**config.mk**
```make
export PLATFORM = sky130hd
export DESIGN_NAME = scp_mem_loader
export DESIGN_NICKNAME = d
export VERILOG_FILES = /design/src/rtl/scp_loader_pkg.sv /design/src/rtl/scp_mem_loader.sv
export SDC_FILE = /design/constraint.sdc
export NUM_CORES = 1
export LEC_CHECK = 0
export BUFFER_PORTS_ARGS = -buffer_cell sky130_fd_sc_hd__buf_4
export CORE_ASPECT_RATIO = 1.1
export CORE_MARGIN = 10
export CORE_UTILIZATION = 58
export CTS_BUF_LIST = sky130_fd_sc_hd__clkbuf_4 sky130_fd_sc_hd__clkbuf_8
export DETAILED_ROUTE_END_ITERATION = 16
export GPL_TIMING_DRIVEN = 0
export PLACE_DENSITY = 0.79
export SETUP_SLACK_MARGIN = 0.2
export SLEW_MARGIN = 20
export SYNTH_ARGS = -nofsm -noshare
export SYNTH_HDL_FRONTEND = slang
export SYNTH_SLANG_ARGS = --single-unit
```
**constraint.sdc**
```tcl
create_clock -name CLK -period 2.4 [get_ports CLK]
set_input_delay 0.48 -clock CLK [delete_from_list [all_inputs] [get_ports CLK]]
set_output_delay 0.48 -clock CLK [all_outputs]
set_load 0.1 [all_outputs]
```
**src/rtl/scp_loader_pkg.sv**
```systemverilog
// Shared types and constants for the SCP boot loader.
package scp_loader_pkg;

    typedef enum logic [3:0] {
        S_IDLE,
        S_ADDR,
        S_LEN,
        S_DATA,
        S_SETUP,
        S_STROBE,
        S_HOLD,
        S_CHECK,
        S_DONE,
        S_ERR
    } state_t;

    localparam int unsigned EDIT_WIDTH_MAX = 15;
    localparam logic [7:0]  CKSUM_OK       = 8'h00;

endpackage

```
**src/rtl/scp_mem_loader.sv**
```systemverilog
// Streams a checksummed image into SCP's memory-edit port while holding the CPU in reset.
// Latency: 1 cycle per header/check byte, EDIT_WIDTH+3 per data byte; stalls indefinitely on IN_VALID low.
module scp_mem_loader
    import scp_loader_pkg::*;
#(
    parameter int unsigned EDIT_WIDTH = 1
) (
    input  logic       CLK,
    input  logic       AR,
    input  logic       LOAD_START,
    input  logic [7:0] IN_DATA,
    input  logic       IN_VALID,
    output logic       IN_READY,
    output logic [7:0] MEM_ADDR,
    output logic [7:0] MEM_DATA,
    output logic       MEM_EDIT,
    output logic       CPU_HOLD,
    output logic       DONE,
    output logic       ERR
);

    localparam logic [3:0] STROBE_LAST = 4'(EDIT_WIDTH - 1);

    state_t     state;
    state_t     state_nxt;
    logic [7:0] addr_q;
    logic [7:0] sum_q;
    logic [7:0] sum_add;
    logic [8:0] remaining_q;
    logic [3:0] width_cnt;
    logic       accept;

    assign IN_READY = (state == S_ADDR) || (state == S_LEN) ||
                      (state == S_DATA) || (state == S_CHECK);
    assign accept   = IN_VALID && IN_READY;
    assign sum_add  = sum_q + IN_DATA;

    always_comb begin
        state_nxt = state;
        case (state)
            S_IDLE, S_DONE, S_ERR: if (LOAD_START) state_nxt = S_ADDR;
            S_ADDR:   if (accept) state_nxt = S_LEN;
            S_LEN:    if (accept) state_nxt = S_DATA;
            S_DATA:   if (accept) state_nxt = S_SETUP;
            S_SETUP:  state_nxt = S_STROBE;
            S_STROBE: if (width_cnt == STROBE_LAST) state_nxt = S_HOLD;
            S_HOLD:   state_nxt = (remaining_q != 9'd0) ? S_DATA : S_CHECK;
            S_CHECK:  if (accept) state_nxt = (sum_add == CKSUM_OK) ? S_DONE : S_ERR;
            default:  state_nxt = S_IDLE;
        endcase
    end

    // Status outputs are flops fed from the next state so the SCP-facing strobe never glitches.
    always_ff @(posedge CLK or negedge AR) begin
        if (!AR) begin
            state       <= S_IDLE;
            addr_q      <= 8'h00;
            sum_q       <= 8'h00;
            remaining_q <= 9'd0;
            width_cnt   <= 4'd0;
            MEM_ADDR    <= 8'h00;
            MEM_DATA    <= 8'h00;
            MEM_EDIT    <= 1'b0;
            CPU_HOLD    <= 1'b1;
            DONE        <= 1'b0;
            ERR         <= 1'b0;
        end else begin
            state    <= state_nxt;
            MEM_EDIT <= (state_nxt == S_STROBE);
            DONE     <= (state_nxt == S_DONE);
            ERR      <= (state_nxt == S_ERR);
            CPU_HOLD <= (state_nxt != S_DONE);
            case (state)
                S_ADDR: if (accept) begin
                    addr_q <= IN_DATA;
                    sum_q  <= IN_DATA;
                end
                S_LEN: if (accept) begin
                    remaining_q <= (IN_DATA == 8'h00) ? 9'd256 : {1'b0, IN_DATA};
                    sum_q       <= sum_add;
                end
                S_DATA: if (accept) begin
                    MEM_ADDR    <= addr_q;
                    MEM_DATA    <= IN_DATA;
                    sum_q       <= sum_add;
                    remaining_q <= remaining_q - 9'd1;
                    addr_q      <= addr_q + 8'd1;
                end
                S_SETUP:  width_cnt <= 4'd0;
                S_STROBE: width_cnt <= width_cnt + 4'd1;
                default: ;
            endcase
        end
    end

endmodule

```
==> results of run 1 <==
==> final timing paths <==
| path | startpoint | to | slack, ns |
|---|---|---|---|
| hold reg to reg | sum_q[4] | sum_q[4] | 0.49 |
| setup / recovery | sum_q[0] | DONE | 0.19 |
| setup reg to reg | sum_q[0] | DONE | 0.19 |
| hold / removal | AR | width_cnt[2] | 0.20 |
| min in group CLK | IN_DATA[0] | MEM_DATA[0] | 0.49 |
| max in group asynchronous | AR | remaining_q[2] | 1.76 |
==> area by class of cell <==
cell class                      instances  area share, %
Inverter                               11          1.171
Multi-Input combinational cell        231          46.75
Clock inverter                          1         0.2130
Sequential cell                        53          37.66
Timing Repair Buffer                   35          7.561
Buffer                                 15          2.201
Clock buffer                            7          2.378
Tap cell                               58          2.059
==> critical path, delay by kind of cell, from the launching register on <==
kind                       cells  cell delay, ns
AOI/OAI and AO/OA              4            0.82
adders and majority gates      2            0.57
DFF                            1            0.42
and+or+nand+nor                1            0.35
==> state kept, by name, summed over array words and instances (netlist names) <==
signal	cells
state	4
MEM_DATA	8
width_cnt	4
MEM_ADDR	8
ERR	1
CPU_HOLD	1
sum_q	8
remaining_q	9
MEM_EDIT	1
DONE	1
addr_q	8
==> timing repair <==
action                     4_1_cts  5_1_grt
setup endpoints to repair        6        6
pin swaps                        2        5
gates resized for setup          4        7
buffers inserted                 0        4
==> cells in the final DEF (no fill, tap or decap), drive strengths merged, types with 4 or more instances in the layout <==
master  instances
dfrtp          52
a31oi           4
nand3           8
nor2           17
o21ai          29
mux2           16
a21oi          25
inv            11
and3            4
nor3b           5
a211oi          4
nor3            8
nor4            5
nand2b          5
mux2i           8
ha             11
o211ai          5
clkbuf         13
buf            44
nand2          32
==> layer usage <==
layer | track usage, % | part of all wire (%) | wire length, µm | vias up
met2 | 27.64 | 50 | 3467 | 94
met4 | 4.582 | 1.3 | 88 | 0
li1 | - | - | - | 1220
met5 | 0 | 0 | 0 | -
met3 | 3.635 | 6.5 | 454 | 15
met1 | 20.36 | 43 | 2981 | 1221
==> metrics by stage <==
step | setup TNS (ns) | utilization (%)
after detailed placement | -0.6094 | 66.39
after global routing | 0 | 70.02
after global placement | -0.4818 | 66.39
final | 0 | 70.02
after floorplan | 0 | -
after CTS | 0 | 68.68
==> cell families (layout without fill, tap and decap cells) <==
family,count (synthesis),count (layout)
simple gates,96,96
compound gates,95,95
flops,53,53
buf+inv,26,69
mux,24,24
fa+ha+maj,13,13
xor+xnor,3,3
==> flow_summary.toml, run 1 <==
[timing]
finalMaxSlewViolations = 0
layout_min_cycle_time_ns = 2.213
holdWs_ns = 0.1966
fin_crit_sh_pct = 92.19
fmax_ghz = 0.4519
maxSlewHeadroom_pct = 46.01
setup_viol = 0
rsz0062_at_grt = "true"
setup_ws_ns = 0.1874
tightest_slew_ns = 0.8037
finClkSkew_ns = 0.004833
hold_violations = 0

[synth]
ys_ff_latch = 53
yosysTopAreaCellShare_pct = 42.99
synth-edff-count = 0
syn_inst = 310
synthSimpleGateAreaFrac_pct = 16.87
synth.area.mux_share_pct = 8.599
syn_area_um2 = 3027
synth_xor_area_share_pct = 0.8681
ys_warn_count = 0
ys_top_cells_by_count = "dfrtp_1 (52), nand2_1 (31), o21ai_0 (29)"
ys_seq_area_share_pct = 43.86
synth_compound_gate_area_share_pct = 20.42
yosysTopAreaCell = "dfrtp_1"
syn_nets = 334
yosysMostFrequentCell = "dfrtp_1"
synthAdderAreaFrac_pct = 5.539
synth_top_family_by_area = "compound AO/OA/AOI/OAI gates"
synth_flop_cell = "dfrtp_1"
synth_cell_types = 57
avgSynthCellArea_um2 = 9.763
synth_area_leaders = "dfrtp_1 (43%), mux2_2 (6.0%), o21ai_0 (4.8%)"
async_flop_share_pct = 100.0

[placement]
dp_worst_setup_slack_ns = -0.1405
place_inst = 399
dpl.hpwl_um = 5019
globalplace.congestion = 0.8294
place_area_um2 = 3342
portBuffers = 31

[global_routing]
antenna_found_initial = 0
grt_max_degree = 54
grt_use_total_pct = 16.31
grt_pass1_wl_um = 11040
overflow = 0
grt_pass1_vias = 2383

[detailed_routing]
routed_wl_um = 6991
ant_nets = 0
vias_per_cell = 6.204
drc = 0
via_count = 2550
first_pass_iters = 5
routedWlPerCell_um = 17.01
first_iter_violations = 220

[cells_and_area]
instances_no_fill = 411
fillers = 376
final_nets = 376
syn_to_final_growth_pct = 16.45
regArea_um2 = 1328
num_antenna_cells = 0
fin_area_um2 = 3525
drive_gt1_share_pct = 25.21
multi_input_area_um2 = 1648

[floorplan]
die_h_um = 95.77
die_width_um = 88.88
start_util_pct = 60.13
pin_count = 33
die-area_um2 = 8511
coreArea_um2 = 5034
rows = 27

[clock_tree]
clockRootBuffer = "clkbuf_8"
cts_buffer_depth = 2
cts-hold-fix-buffers = 0
insertion_delay_ns = 0.31
cts_tree = "done"
htree_num_levels = 2
cts_num_sinks = 53
cts_made_buffers = 5
clk_pin_slew_ns = 0.09

[worst_setup_path]
arrival_ns = 2.46
cpPeakStageDelay_ns = 0.42
slowest_stage = "dfrtp_1"
cp.required_ns = 2.65
worst_setup_path_start_kind = "register"
worstSetupPathType = "register to register"
path_cells = "ha_4, fa_2, a211oi_4, o21ba_2, o22ai_2, nor4_4, a32o_1"
end_kind = "register"
critical_path.max_fanout = 4
reg2reg_depth = 7

[run]
max_cap_viol_count = 0

[status]
status = "complete, no violations"

[min_path]
min_path_type = "input port to async pin"
Power of run 1 is not shown: default switching activity piles up to over one toggle a cycle in this logic, so the estimate is an artifact.
==> run 2: changes to the inputs <==
--- a/config.mk
+++ b/config.mk
@@ -9,11 +9,12 @@
 export CORE_ASPECT_RATIO = 1.1
 export CORE_MARGIN = 10
 export CORE_UTILIZATION = 58
-export CTS_BUF_LIST = sky130_fd_sc_hd__clkbuf_4 sky130_fd_sc_hd__clkbuf_8
+export CTS_BUF_LIST = sky130_fd_sc_hd__clkbuf_8
 export DETAILED_ROUTE_END_ITERATION = 16
 export GPL_TIMING_DRIVEN = 0
 export PLACE_DENSITY = 0.79
 export SETUP_SLACK_MARGIN = 0.2
+export SKIP_CTS_REPAIR_TIMING = 1
 export SLEW_MARGIN = 20
 export SYNTH_ARGS = -nofsm -noshare
 export SYNTH_HDL_FRONTEND = slang
==> constraint.sdc (replaced) <==
create_clock -name CLK -period 2.4 [get_ports CLK]
set_input_delay 0.12 -clock CLK [delete_from_list [all_inputs] [get_ports CLK]]
set_output_delay 0.12 -clock CLK [all_outputs]
set_load 0.1 [all_outputs]
==> run 2 against run 1 <==
Critical path depth did not move. Fmax fell by 1.5%. Final area fell by 1.2%. Clock skew barely moved. Setup slack got worse by 0.034 ns. Die area did not move.
==> flow_summary.toml, run 2 (synthesis results as in run 1) <==
[timing]
rsz0062_at_grt = "true"
setup_viol = 0
fmax_ghz = 0.4452
layout_min_cycle_time_ns = 2.246
tightest_slew_ns = 0.8110
finalMaxSlewViolations = 0
finClkSkew_ns = 0.004473
fin_crit_sh_pct = 93.59
timing.setup.tns_ns = 0
hold_violations = 0
maxSlewHeadroom_pct = 45.52

[detailed_routing]
routed_wl_um = 6886
vias_per_cell = 6.131
via_count = 2520
dr.max_layer_used = "met4"
first_pass_iters = 4
first_iter_violations = 207
drc = 0
ant_nets = 0
wl_met2_um = 3361
met3_length_um = 379
drt-met1-wl_um = 3072
routedWlPerCell_um = 16.75

[worst_setup_path]
r2r_start = "sum_q[0]"
cp.required_ns = 2.64
end_kind = "register"
critical_path.max_fanout = 4
reg2reg_to = "DONE"
worstSetupPathType = "register to register"
reg2reg_depth = 7
reg2reg_slack_ns = 0.15
worst_setup_path_start_kind = "register"
arrival_ns = 2.49

[global_routing]
antenna_found_initial = 0
grt_pass1_vias = 2541
grt_pass1_wl_um = 11760
overflow = 0
grt_use_total_pct = 17.06
grt_max_degree = 54

[cells_and_area]
final_nets = 376
fillers = 418
drive_gt1_share_pct = 23.23
num_antenna_cells = 0
top_register = "remaining_q"
syn_to_final_growth_pct = 15.05
final_common_cell = "dfrtp_1"
final_cell_mix = "dfrtp_1 (52), buf_4 (35), nand2_1 (31), o21ai_0 (29), a21oi_1 (25)"
largest_register_ffs = 9

[min_path]
worst_hold_path.endpoint = "MEM_DATA[0]"
min_path_cells = 2
min_from = "IN_DATA[0]"
min_path_type = "input port to register"

[floorplan]
die_h_um = 95.77
die-area_um2 = 8511
start_util_pct = 60.13
pin_count = 33
die_width_um = 88.88
rows = 27
coreArea_um2 = 5034

[placement]
portBuffers = 31
globalplace.congestion = 0.8587
dpl.hpwl_um = 5000

[clock_tree]
insertion_delay_ns = 0.30
clk_pin_slew_ns = 0.10
cts_buffer_depth = 2
clockRootBuffer = "clkbuf_8"
cts_tree = "done"
htree_num_levels = 2
cts_num_sinks = 53
cts_made_buffers = 5

[run]
max_cap_viol_count = 0

[status]
status = "complete, no violations"
run 2: cell type report:
cell class	count	area, µm²	share of cell area, %
buffer	15	75.07	2.156
clock buffer	5	68.82	1.976
clock inverter	3	15.01	0.4312
inverter	11	41.29	1.186
multi-input combinational	231	1617	46.42
sequential	53	1328	38.12
tap	58	72.57	2.084
timing repair buffer	35	265.3	7.618
run 2: routing by layer:
metal,vias to the layer above,global-route usage (%)
met3,6,3.888
met5,-,0
met2,68,28.49
met1,1228,21.85
li1,1218,-
met4,0,4.178
run 2: how the worst max path moves through the flow:
stage / endpoint / slack, ns / from / cells after the start
6_report: DONE / 0.15 / sum_q[0] / 7
3_5_place_dp: sum_q[6] / -0.11 / sum_q[0] / 7
3_3_place_gp: sum_q[6] / 0.01 / sum_q[0] / 7
5_1_grt: sum_q[6] / 0.05 / sum_q[0] / 7
2_1_floorplan: sum_q[6] / 0.22 / sum_q[0] / 7
4_1_cts: sum_q[6] / -0.14 / sum_q[0] / 7
run 2: per-stage QoR:
| step | instances | area, µm² | utilization (%) | setup slack (ns) | hold WS, ns |
|---|---|---|---|---|---|
| after floorplan | 310 | 3027 | - | 0.2156 | -0.1756 |
| after detailed placement | 399 | 3332 | 66.19 | -0.1126 | 0.2028 |
| after global routing | 411 | 3482 | 69.18 | 0.05129 | 0.1129 |
| final | 411 | 3482 | 69.18 | 0.1538 | 0.1184 |
| after CTS | 407 | 3416 | 67.86 | -0.1433 | -0.1312 |
| after global placement | 399 | 3332 | 66.19 | 0.009518 | 0.2027 |
run 2: critical path, cell delays in order (launching register included):
cell and delay (ns):
dfrtp_1 0.40, ha_2 0.20, fa_2 0.39, a211oi_4 0.31, o21ba_2 0.19, o22ai_1 0.12
nor4_4 0.36, a32o_1 0.22
Power of run 2 is left out for the same reason.
